`config.mk`:
```
export PLATFORM = sky130hd
export DESIGN_NAME = stream_demux
export DESIGN_NICKNAME = d
export VERILOG_FILES = /design/src/rtl/stream_demux_pkg.sv /design/src/rtl/stream_demux_slot.sv /design/src/rtl/stream_demux.sv
export SDC_FILE = /design/constraint.sdc
export NUM_CORES = 1
export LEC_CHECK = 0
export ABC_AREA = 1
export CORE_MARGIN = 8
export CORE_UTILIZATION = 52
export DETAILED_ROUTE_END_ITERATION = 6
export GPL_TIMING_DRIVEN = 0
export PLACE_DENSITY = 0.93
export SYNTH_ARGS = -nofsm -noshare
export SYNTH_HDL_FRONTEND = slang
export SYNTH_SLANG_ARGS = --single-unit
```
`constraint.sdc`:
```
create_clock -name clk -period 4.3 [get_ports clk]
set_clock_uncertainty 0.2 [all_clocks]
set_input_delay 1.075 -clock clk [delete_from_list [all_inputs] [get_ports clk]]
set_output_delay 1.075 -clock clk [all_outputs]
set_load 0.03 [all_outputs]
```
`src/rtl/stream_demux_pkg.sv`:
```
// Shared types and constants for the stream_demux packet router.
// The optional drop counter is enabled by defining STREAM_DEMUX_DROP_CNT_EN.
package stream_demux_pkg;

  localparam int DROP_CNT_W = 16;

  typedef logic [1:0] state_t;

  localparam state_t IDLE  = 2'd0;
  localparam state_t ROUTE = 2'd1;
  localparam state_t DROP  = 2'd2;

endpackage

```
`src/rtl/stream_demux_slot.sv`:
```
// One-entry valid/ready output register; loads and drains in the same cycle without a bubble.
module stream_demux_slot #(
  parameter int W = 9
) (
  input  logic         clk,
  input  logic         rst,
  input  logic         load,
  input  logic [W-1:0] load_data,
  input  logic         out_ready,
  output logic         out_valid,
  output logic [W-1:0] out_data,
  output logic         room
);

  logic         valid_q, valid_d;
  logic [W-1:0] data_q, data_d;

  // The parent only asserts load when room is high, so a held beat is never overwritten.
  always_comb begin
    valid_d = valid_q;
    data_d  = data_q;
    if (load) begin
      valid_d = 1'b1;
      data_d  = load_data;
    end else if (out_ready) begin
      valid_d = 1'b0;
    end
  end

  always_ff @(posedge clk) begin
    if (rst) begin
      valid_q <= 1'b0;
      data_q  <= '0;
    end else begin
      valid_q <= valid_d;
      data_q  <= data_d;
    end
  end

  assign out_valid = valid_q;
  assign out_data  = data_q;
  assign room      = !valid_q || out_ready;

endmodule

```
`src/rtl/stream_demux.sv`:
```
// Packet demultiplexer: routes each packet to the channel named on its first beat.
// Define STREAM_DEMUX_DROP_CNT_EN to add the saturating drop_cnt output.
//
// Handshake: a beat moves on any port exactly when its valid and ready are both high
// at a rising edge; s_ready never looks at s_valid, and a held m_* beat stays stable
// until its m_ready is seen high.
module stream_demux
  import stream_demux_pkg::*;
#(
  parameter  int N_OUT  = 8,
  parameter  int DATA_W = 8,
  localparam int SEL_W  = $clog2(N_OUT)
) (
  input  logic                    clk,
  input  logic                    rst,
  input  logic                    s_valid,
  output logic                    s_ready,
  input  logic [DATA_W-1:0]       s_data,
  input  logic [SEL_W-1:0]        s_sel,
  input  logic                    s_last,
  output logic [N_OUT-1:0]        m_valid,
  input  logic [N_OUT-1:0]        m_ready,
  output logic [N_OUT*DATA_W-1:0] m_data,
  output logic [N_OUT-1:0]        m_last,
  output logic                    err,
`ifdef STREAM_DEMUX_DROP_CNT_EN
  output logic [DROP_CNT_W-1:0]   drop_cnt,
`endif
  output state_t                  dbg_state
);

  localparam logic [SEL_W:0] N_OUT_L = (SEL_W+1)'(N_OUT);

  state_t           state_q, state_d;
  logic [SEL_W-1:0] cur_sel_q, cur_sel_d;
  logic             err_q, err_d;

  logic [SEL_W-1:0] act_sel;
  logic             sel_in_range;
  logic             route_en;
  logic             sel_room;
  logic             accept;
  logic [N_OUT-1:0] load;
  logic [N_OUT-1:0] slot_room;

  always_comb begin
    sel_in_range = ({1'b0, s_sel} < N_OUT_L);
    act_sel      = (state_q == IDLE) ? s_sel : cur_sel_q;
    // In ROUTE the latched channel is always in range, so only IDLE needs the range test.
    route_en     = (state_q == ROUTE) || ((state_q == IDLE) && sel_in_range);

    sel_room = 1'b0;
    for (int k = 0; k < N_OUT; k++) begin
      if (act_sel == SEL_W'(k)) sel_room = slot_room[k];
    end

    s_ready = route_en ? sel_room : 1'b1;
    accept  = s_valid && s_ready;

    for (int k = 0; k < N_OUT; k++) begin
      load[k] = accept && route_en && (act_sel == SEL_W'(k));
    end
  end

  always_comb begin
    state_d   = state_q;
    cur_sel_d = cur_sel_q;
    err_d     = accept && (state_q == IDLE) && !sel_in_range;
    case (state_q)
      IDLE: begin
        if (accept) begin
          cur_sel_d = s_sel;
          if (!s_last) state_d = sel_in_range ? ROUTE : DROP;
        end
      end
      ROUTE, DROP: begin
        if (accept && s_last) state_d = IDLE;
      end
      default: state_d = IDLE;
    endcase
  end

  always_ff @(posedge clk) begin
    if (rst) begin
      state_q   <= IDLE;
      cur_sel_q <= '0;
      err_q     <= 1'b0;
    end else begin
      state_q   <= state_d;
      cur_sel_q <= cur_sel_d;
      err_q     <= err_d;
    end
  end

  assign err       = err_q;
  assign dbg_state = state_q;

  for (genvar k = 0; k < N_OUT; k++) begin : g_slot
    logic [DATA_W:0] slot_out;

    stream_demux_slot #(.W(DATA_W + 1)) u_slot (
      .clk       (clk),
      .rst       (rst),
      .load      (load[k]),
      .load_data ({s_last, s_data}),
      .out_ready (m_ready[k]),
      .out_valid (m_valid[k]),
      .out_data  (slot_out),
      .room      (slot_room[k])
    );

    assign m_last[k]                     = slot_out[DATA_W];
    assign m_data[k*DATA_W +: DATA_W]    = slot_out[DATA_W-1:0];
  end

`ifdef STREAM_DEMUX_DROP_CNT_EN
  logic [DROP_CNT_W-1:0] drop_cnt_q, drop_cnt_d;

  always_comb begin
    drop_cnt_d = drop_cnt_q;
    if (accept && !route_en && (drop_cnt_q != '1)) drop_cnt_d = drop_cnt_q + 1'b1;
  end

  always_ff @(posedge clk) begin
    if (rst) drop_cnt_q <= '0;
    else     drop_cnt_q <= drop_cnt_d;
  end

  assign drop_cnt = drop_cnt_q;
`endif

endmodule

```
# == Word level (Yosys, flattened, before mapping) ==
# Index checks and enable logic that the tools add are counted.
# classes
n_mux,30
eq_ne,12
reduce_logical,41
# ops
operator,count
$mux W1,25
$reduce_bool A2 Y1,8
$eq A3 B3 Y1 const B,4
$logic_and A1 B1 Y1,11
$logic_or A1 B1 Y1,9
$logic_not A1 Y1,8
$eq A3 B2 Y1 const B,2
$mux W2,3
$ne A2 B2 Y1 const B,3
$pmux W2 S2,1
$eq A3 B1 Y1 const B,1
$logic_not A3 Y1,1
$mux W3,1
$reduce_and A3 Y1,1
$eq A2 B1 Y1 const B,1
$eq A2 B2 Y1 const B,1
$logic_not A2 Y1,1
$reduce_and A2 Y1,1
$reduce_or A2 Y1,1
# word_totals
wordCells,101
regBits,85
out_inout_bits,84
inputBits,23

# == Logic depth before layout (Yosys ltp) ==
# Gate-level depths: netlist of run 1.
# depth
ltp_word,16
mapped_depth,16
depth_no_buf,14

# == By module ==
# Synthesis of run 1 repeated with hierarchy kept, for this count alone.
# hier_totals
hier_cells,429
area_unflattened_um2,3320.7
# by_module_without_submodules
module,cells_per_inst,area_per_inst_um2,n_inst
stream_demux_slot,43,352.8,8
stream_demux,85,498.0,1

# == Worst setup path before layout of run 1 ==
# OpenSTA, ideal clock, no wires.
# synth_path
path_kind,input port to output port
start,input s_sel[1]
end,output s_ready
cell_stages,7
required_ps,3025
slack_ps,901
arrival_ps,2124
path_cell_list,inv_1 -> o21ai_4 -> nand2_4 -> or3_1 -> buf_6 -> nand3_4 -> buf_8
# synth_between
elab_chain_cells,11
word_cells_on_any_way,18
# synth_lines
item,line,rtl
"start, declared",stream_demux.sv:19,"input logic [SEL_W-1:0] s_sel,"
$mux W3 (*),stream_demux.sv:48,act_sel = (state_q == IDLE) ? s_sel : cur_sel_q;
$logic_not A3 Y1,stream_demux.sv:54,if (act_sel == SEL_W'(k)) sel_room = slot_room[k];
$mux W1 (7 in series),stream_demux.sv:54,
$mux W1 (*),stream_demux.sv:54,
$mux W1 (*),stream_demux.sv:57,s_ready = route_en ? sel_room : 1'b1;
"end, declared",stream_demux.sv:17,"output logic s_ready,"
# Mark *: on every way between the ends. The rest lies on a longest branch, timed or not.

# == Worst setup path in the final report of run 1 ==
# Same ends and word-level chain as after synthesis.

==> impl_metrics.yaml, run 1 <==
clocking:
  cts_setup_buffers: 0
  cts-hold-fix-buffers: 0
  insertion_delay_ps: 350
  h-tree-depth: 3
  clkTransAtPathRegs_ps: 80
  cts_root_buffer: "clkbuf_8"
  clockBufferDepth: 2
  cts_sinks: 84
  ctsResizeCount: 3
  cts_inserted_buffers: 9
  cts_tree: "built"
detailed_routing:
  drtIter0Drc: 238
  drtAntennaViolNets: 0
  wl_um: 11310
  vias: 3701
  drc_errors: 0
  routedWlPerCell_um: 14.61
  dr.pass1.iters: 4
  viasPerCell: 4.782
cells_and_area:
  drive_above_1_share_pct: 12.89
  fillers: 610
  fin_util_pct: 71.24
  n_antenna_cell: 0
  fin_cells: 774
  syn_to_final_growth_pct: 32.29
  fin_nets: 694
floorplanning:
  coreArea_um2: 7253
  die-height_um: 102.7
  io_pins: 107
  dieArea_um2: 10540
  start_util_pct: 53.86
  die_width_um: 102.7
  rows: 31
setup_path:
  path_buf_inv: 5
  reg2reg_depth: 15
  cp_cell_sequence: "clkdlybuf4s50_1, inv_1, o21ai_4, nand2_4, or3_1, buf_6, nand3_4, buf_8, buf_2"
  crit_fanout: 10
  worstPathRequired_ps: 3020
  critPathArrivalTime_ps: 2920
  worst_r2r_endpoint: "g_slot[1].u_slot.out_data[8]"
  slowest_stage: "clkdlybuf4s50_1"
  crit_path_max_incr_delay_ps: 490
  end_kind: "primary output"
  crit_type: "in2out"
  rrSetupSlack_ps: 1840
  reg2reg_from: "dbg_state[0]"
  critPathLaunchType: "input port"
  critPathTopFamily: "buffers and inverters"
hold_path:
  min_path_type: "reg2reg"
  hold-path-endpoint: "g_slot[5].u_slot.out_valid"
  holdPathStages: 2
  holdCritStartpoint: "g_slot[5].u_slot.out_valid"
sta:
  period_minus_slack_ps: 4195
  max_slew_margin_pct: 58.60
  max_clock_freq_mhz: 238.4
  fin_tns_setup_ps: 0
  maxSlewViolCount: 0
  finalSetupViolCount: 0
  rsz0062_at_grt: "false"
  finalWorstSetupSlack_ps: 105.3
  hold_violations: 0
  worst_pin_slew_ps: 620.9
  period_share_pct: 97.55
global_route:
  grt_use_total_pct: 21.70
  grt_pass1_vias: 3758
  grt_pass1_wl_um: 17700
  grt_overflow: 0
  antenna_found_initial: 0
  grt_max_degree: 14
logic_synthesis:
  seq_area_frac_synth_pct: 43.05
  synthCells: 566
  synthTopCellsByArea: "dfxtp_1 (43%), nand2_1 (14%), nor2_1 (12%)"
  ys_ff_latch: 84
  synth_top_area_share_pct: 43.05
  yosys_warnings: 0
  netlist_area_um2: 3906
  synth_ff_type: "dfxtp_1"
  yosysMostFrequentCell: "nand2_1"
  synth-edff-count: 0
  synth_largest_area_cell: "dfxtp_1"
  avgSynthCellArea_um2: 6.901
  synth_cell_type_count: 30
  async_reset_ff_share_pct: 0
  yosys-top-cells-count: "nand2_1 (146), nor2_1 (127), inv_1 (85), dfxtp_1 (84), buf_4 (24)"
status:
  run_status: "completed"
pwr:
  powerDensity_nw_per_um2: 422.0
  peakVddDrop_v: 0.0002457
  p_total_mw: 2.181
  power_leakage_nw: 2.513
placement:
  dp.cells: 759
  port_buffers: 93
  hpwlAfterDp_um: 8429
  gp_congestion: 0.8871
  pre_cts_slack_ps: -356.3
run:
  drv_cap: 0
## area by class of cell
cell class,instances,area [µm²],area share [%]
Buffer,41,304.0,5.884
Clock buffer,10,127.6,2.470
Clock inverter,5,77.57,1.501
Inverter,88,332.8,6.441
Multi-Input combinational cell,354,1594,30.85
Sequential cell,84,1682,32.54
Tap cell,99,123.9,2.397
Timing Repair Buffer,93,925.9,17.92
## registers in the layout (all words and copies together) (netlist names)
register	cells
g_slot.u_slot.out_data	72
g_slot.u_slot.out_valid	8
cur_sel_q	3
dbg_state	1
## through the flow
step	instance area (µm²)	hold WS, ps
after global routing	5167	332.2
final	5167	295.4
after floorplan	3910	257.2
after global placement	4965	271.4
after detailed placement	4965	287.7
after CTS	5171	299.6
## cell usage in the layout (no fill, tap or decap), drive strengths merged
| cell type | synthesis | layout |
|---|---|---|
| clkinvlp | 0 | 1 |
| nand4 | 5 | 5 |
| nand2 | 153 | 153 |
| dfxtp | 84 | 84 |
| nand3 | 14 | 14 |
| buf | 30 | 31 |
| or3 | 1 | 1 |
| a21oi | 10 | 10 |
| nor2 | 147 | 147 |
| clkdlybuf4s50 | 0 | 92 |
| inv | 87 | 87 |
| o21ai | 13 | 13 |
| clkinv | 1 | 3 |
| o211ai | 1 | 1 |
| clkbuf | 11 | 21 |
| conb | 1 | 2 |
| nor3 | 8 | 8 |
| bufinv | 0 | 2 |
## worst register-to-register path: cells and delay by family (launching register included)
kind	cells	cell delay (ps)
simple gates	10	1080
buf+inv	4	590
flops	1	380
compound gates	1	100
## kinds of logic after synthesis
family	Yosys count	synth area share, %
flip-flops	84	43.05
AND/OR/NAND/NOR	328	36.64
buffers and inverters	129	16.30
AO/OA/AOI/OAI	24	3.908
other	1	0.09600
## worst max-delay path by stage
stage                     startpoint  endpoint  slack (ps)  cells past startpoint
final                       s_sel[1]   s_ready         110                      9
after global routing        s_sel[1]   s_ready          20                     12
after CTS                   s_sel[1]   s_ready          20                      9
after detailed placement    s_sel[1]   s_ready        -360                      9
after global placement      s_sel[1]   s_ready        -350                      9
after floorplan             s_sel[1]   s_ready         900                      7
## power by group
part	total [mW]	internal [mW]	switching (mW)	leakage [nW]
clock	0.603	0.322	0.281	0.102
combinational	0.689	0.254	0.435	1.73
sequential	0.889	0.849	0.0400	0.681
total	2.18	1.42	0.756	2.51
## metal layers
metal	share of wire, %	wire (µm)	GRT usage [%]	vias to the layer above
met2	51	5770	39.71	112
met5	0	0	0	-
li1	-	-	-	1848
met4	2.3	263	10.95	0
met3	7.5	852	4.321	22
met1	39	4420	23.10	1719
(Power assumes the default switching activity.)
==> run 2, diff against run 1 <==
--- a/config.mk
+++ b/config.mk
@@ -7,10 +7,12 @@
 export LEC_CHECK = 0
 export ABC_AREA = 1
 export CORE_MARGIN = 8
-export CORE_UTILIZATION = 52
+export CORE_UTILIZATION = 40
+export CTS_BUF_LIST = sky130_fd_sc_hd__clkbuf_8 sky130_fd_sc_hd__clkbuf_16
 export DETAILED_ROUTE_END_ITERATION = 6
 export GPL_TIMING_DRIVEN = 0
-export PLACE_DENSITY = 0.93
+export PLACE_DENSITY = 0.76
+export SETUP_SLACK_MARGIN = 0.5
 export SYNTH_ARGS = -nofsm -noshare
 export SYNTH_HDL_FRONTEND = slang
 export SYNTH_SLANG_ARGS = --single-unit
==> run 2 against run 1 <==
Net effect: hold slack better by 1.3 ps; global-route usage is 4.6 points lower; maximum frequency is 12% higher; sequential share of layout area is 0.30 points lower; non-clock buffer count is 4 higher; final cell count is 5.0% higher; flip-flop and latch count stayed put; largest power group unchanged; routed wire length is 1.6% higher; combinational power is 3.0% higher.
==> impl_metrics.yaml, run 2 (synthesized netlist as in run 1, its figures left out) <==
detailed_routing:
  drc_errors: 0
  drtIter0Drc: 147
  drtAntennaViolNets: 0
  viasPerCell: 4.428
  vias: 3600
  dr.pass1.iters: 4
  wl_um: 11480
  routedWlPerCell_um: 14.12
global_route:
  grt_pass1_vias: 3484
  grt_pass1_wl_um: 17620
  grt_use_total_pct: 17.13
  antenna_found_initial: 0
  grt_overflow: 0
  grt_max_degree: 14
clocking:
  cts_sinks: 84
  h-tree-depth: 3
  cts_root_buffer: "clkbuf_8"
  cts_tree: "built"
  insertion_delay_ps: 340
  cts-hold-fix-buffers: 0
  cts_inserted_buffers: 9
  clockBufferDepth: 2
  clkTransAtPathRegs_ps: 80
setup_path:
  critPathTopFamily: "buffers and inverters"
  worstPathRequired_ps: 3020
  crit_fanout: 10
  critPathLaunchType: "input port"
  slowest_stage: "clkdlybuf4s50_1"
  path_buf_inv: 4
  crit_type: "in2out"
  end_kind: "primary output"
  crit_path_max_incr_delay_ps: 460
  cp_cell_sequence: "clkdlybuf4s50_1, nor2_1, or3_1, buf_6, nand3_4, buf_8, buf_4"
  critPathArrivalTime_ps: 2470
placement:
  dp.cells: 793
  hpwlAfterDp_um: 8215
  pre_cts_slack_ps: -389.9
  port_buffers: 93
  dpl-instance-area_um2: 5007
  gp_congestion: 0.8233
hold_path:
  min_path_type: "reg2reg"
sta:
  maxSlewViolCount: 0
  finalSetupViolCount: 0
  fin_tns_setup_ps: 0
  rsz0062_at_grt: "false"
  max_slew_margin_pct: 54.78
  worst_pin_slew_ps: 678.4
  hold_violations: 0
  period_minus_slack_ps: 3740
  period_share_pct: 86.98
  max_clock_freq_mhz: 267.4
  finalWorstSetupSlack_ps: 559.8
cells_and_area:
  syn_to_final_growth_pct: 33.54
  layout_common_cells: "nand2_1 (146), nor2_1 (125), clkdlybuf4s50_1 (89)"
  largest_reg_flops: 72
  fin_nets: 698
  drive_above_1_share_pct: 13.82
  fin_cells: 813
  final_common_cell: "nand2_1"
  finish.instance_area_um2: 5216
  n_antenna_cell: 0
floorplanning:
  start_util_pct: 40.52
  dieArea_um2: 13180
  die_width_um: 114.8
  coreArea_um2: 9639
  rows: 36
  io_pins: 107
  die-height_um: 114.8
pwr:
  powerDensity_nw_per_um2: 410.8
  peakVddDrop_v: 0.0002091
  power_leakage_nw: 2.534
run:
  drv_cap: 0
status:
  run_status: "completed"
run 2: layout make-up:
cell class | count | area, µm²
timing repair buffer | 97 | 950.9
multi-input combinational | 354 | 1597
inverter | 88 | 332.8
clock buffer | 9 | 123.9
clock inverter | 7 | 60.06
fill | 974 | 4423
buffer | 41 | 304.0
sequential | 84 | 1682
tap | 133 | 166.4
run 2: path summary, 6_finish.rpt:
path | start | to | slack [ps] | cells past startpoint
max | m_ready[7] | s_ready | 560 | 7
max reg2reg | dbg_state[0] | g_slot[4].u_slot.out_data[7] | 1750 | 16
min | g_slot[5].u_slot.out_valid | g_slot[5].u_slot.out_valid | 300 | 2
min reg2reg | g_slot[5].u_slot.out_valid | g_slot[5].u_slot.out_valid | 300 | 2
run 2: worst register-to-register path: cells and delay by family, from the launching register on:
kind	cells	cell delay [ps]
AO/OA/AOI/OAI	1	80
AND/OR/NAND/NOR	10	1020
flip-flops	1	370
buffers and inverters	5	780
run 2: repair_timing:
item | in CTS | in global routing
setup buffers | 4 | 0
gates resized for setup | 11 | 3
setup endpoints to repair | 1 | 1
pin swaps | 3 | 3
run 2: metal layers:
layer,track usage (%),vias up,routed length (µm)
met3,5.410,8,966
met5,0,-,0
met4,5.779,0,116
li1,-,1856,-
met2,28.62,104,5504
met1,20.38,1632,4896
run 2: power by group:
group	internal [mW]	switching (mW)	leakage [nW]	total, mW
Combinational	0.270	0.440	1.75	0.710
Sequential	0.849	0.0394	0.681	0.888
Clock	0.262	0.283	0.101	0.544
run 2: per-stage QoR:
stage | util [%] | hold WS, ps | total power [mW]
after floorplan | - | 257.2 | 1.365
after global placement | 51.95 | 270.0 | 1.578
after detailed placement | 51.95 | 281.6 | 1.595
after CTS | 54.13 | 294.9 | 2.152
after global routing | 54.11 | 310.1 | 2.247
final | 54.11 | 296.8 | 2.143
==> RTL edit, RTL diff (config.mk and constraints of run 2) <==
The option `STREAM_DEMUX_DROP_CNT_EN` is turned on by a define.
--- a/src/rtl/stream_demux.sv
+++ b/src/rtl/stream_demux.sv
@@ -4,6 +4,8 @@
 // Handshake: a beat moves on any port exactly when its valid and ready are both high
 // at a rising edge; s_ready never looks at s_valid, and a held m_* beat stays stable
 // until its m_ready is seen high.
+`define STREAM_DEMUX_DROP_CNT_EN
+
 module stream_demux
   import stream_demux_pkg::*;
 #(
Function (old outputs only; new: drop_cnt): kept (Yosys induction, for registers that start in step).
==> RTL edit against run 2 <==
  * Combinational power is 5.9% higher
  * Synthesized cell count is 2.8% higher
  * Register-to-register slack better by 0.07 ns
  * Design area up 4.9%
  * Maximum frequency increased by 1.3%
  * Total power is 5.3% higher
  * Hold slack got worse by 0.0074 ns
  * Sequential cell count did not move
  * Routed wire length up 2.2%
  * Setup slack better by 0.047 ns
  * Area after synthesis up 2.8%
  * Sequential power is essentially flat
  * Critical path depth is 2 higher
  * Highest routed layer unchanged
==> RTL edit: results (changes against run 2) <==
[run_status]
status = finished clean

[cells_and_area]
nNetsFinal = 734  ; +5.2%
fill_cells = 928  ; -4.7%
drive_gt1_share_pct = 15.9  ; +2.1 points
largest_reg_flops = 72  ; unchanged
antenna_cells = 0  ; unchanged

[placed_design]
gp_congestion = 0.847  ; +2.8%
io_buffers = 93  ; unchanged
post-place-ws_ns = -0.373  ; +0.0166 ns
dp.final_hpwl_mm = 8.47  ; +3.1%
post_dp_cell_area_um2 = 5180  ; +3.4%

[worst_setup_path]
cp_slowest_cell = or3_4
reg2reg_slack_ns = 1.82  ; +0.07 ns
worstPathArrival_ns = 2.42  ; -0.05 ns
cpPeakStageDelay_ns = 0.34  ; -0.12 ns
cp_top_family = buffers and inverters
worstPathMaxFanout = 3  ; -7

[logic_synthesis]
async_flop_share_pct = 0  ; unchanged
netlist_top_cells_area = dfxtp_1 (42%), nand2_1 (14%), nor2_1 (12%)
seq_area_frac_synth_pct = 41.9  ; -1.2 points
ys_types = 29  ; -3.3%
yosys-top-cells-count = nand2_1 (147), nor2_1 (127), inv_1 (85)

[route]
vias = 3701  ; +2.8%
firstDrtPassIters = 4  ; unchanged
drt_iter0_drc = 201  ; +37%
drt_wl_total_mm = 11.7  ; +2.2%

[sta]
period_minus_slack_ns = 3.69  ; -0.0472 ns
finalSetupViolCount = 0  ; unchanged
slew_headroom_pct = 55.5  ; +0.71 points

[global_routing]
grt_pass1_wl_mm = 18.4  ; +4.5%
grt_antenna_before_repair = 0  ; unchanged
grt_use_total_pct = 17.5  ; +0.41 points
grt_pass1_vias = 3641  ; +4.5%

[power]
power_switching_share_pct = 34.4  ; -1.1 points
internal-power_mw = 1.48  ; +7.1%
comb-power_mw = 0.752  ; +5.9%
ir_worst_vdd_uv = 183  ; -12%
pwr-share-clk_pct = 27.4  ; +2.0 points
leakagePower_nw = 2.71  ; +6.9%

[clock_network]
clkTransAtPathRegs_ns = 0.07
worstSkewPairLatency_ns = 0.34  ; about the same
cts_buffers = 9  ; unchanged
postCtsSetupBuffers = 8  ; +4
post_cts_resized = 14  ; +3

==> RTL edit: cell count changes after synthesis, sizes merged <==
cell / run 2 / this run
buf: 30 / 46
==> RTL edit: routing by layer <==
metal  track usage, %  wire length, um  vias up  part of all wire, %
met5                0                0        -                    0
met4             5.45              161        0                  1.4
met3             4.91             1040       12                  8.8
met2             29.0             5550      121                   47
met1             21.6             4990     1659                   43
li1                 -                -     1909                    -
==> RTL edit: worst paths after layout <==
| check | startpoint | to | cells after the start |
|---|---|---|---|
| worst max register to register | dbg_state[0]$_SDFFE_PP0P_ | g_slot[1].u_slot.out_data[3]$_SDFFE_PP0P_ | 12 |
| worst min register to register | g_slot[5].u_slot.out_valid$_SDFFE_PP0P_ | g_slot[5].u_slot.out_valid$_SDFFE_PP0P_ | 2 |
| worst max-delay path | s_sel[1] | s_ready | 9 |
| worst min-delay path | g_slot[5].u_slot.out_valid$_SDFFE_PP0P_ | g_slot[5].u_slot.out_valid$_SDFFE_PP0P_ | 2 |
==> RTL edit: stage by stage <==
step | cells | hold WS (ns)
after global placement | 825 | 0.271
after floorplan | 599 | 0.257
after CTS | 849 | 0.295
final | 849 | 0.289
after detailed placement | 825 | 0.286
after global routing | 849 | 0.312
==> RTL edit: kinds of logic after synthesis <==
kind of cell | synth area share (%)
AND/OR/NAND/NOR | 35.3
flip-flops | 41.9
buffers and inverters | 18.9
other | 0.0934
AO/OA/AOI/OAI | 3.80
==> RTL edit: final cells by class <==
cell class | instances | area (um^2) | area share (%)
clock buffer | 10 | 138 | 2.51
tap | 133 | 166 | 3.04
multi-input combinational | 370 | 1660 | 30.3
buffer | 57 | 428 | 7.82
timing repair buffer | 101 | 990 | 18.1
sequential | 84 | 1680 | 30.7
inverter | 88 | 333 | 6.08
clock inverter | 6 | 80.1 | 1.46
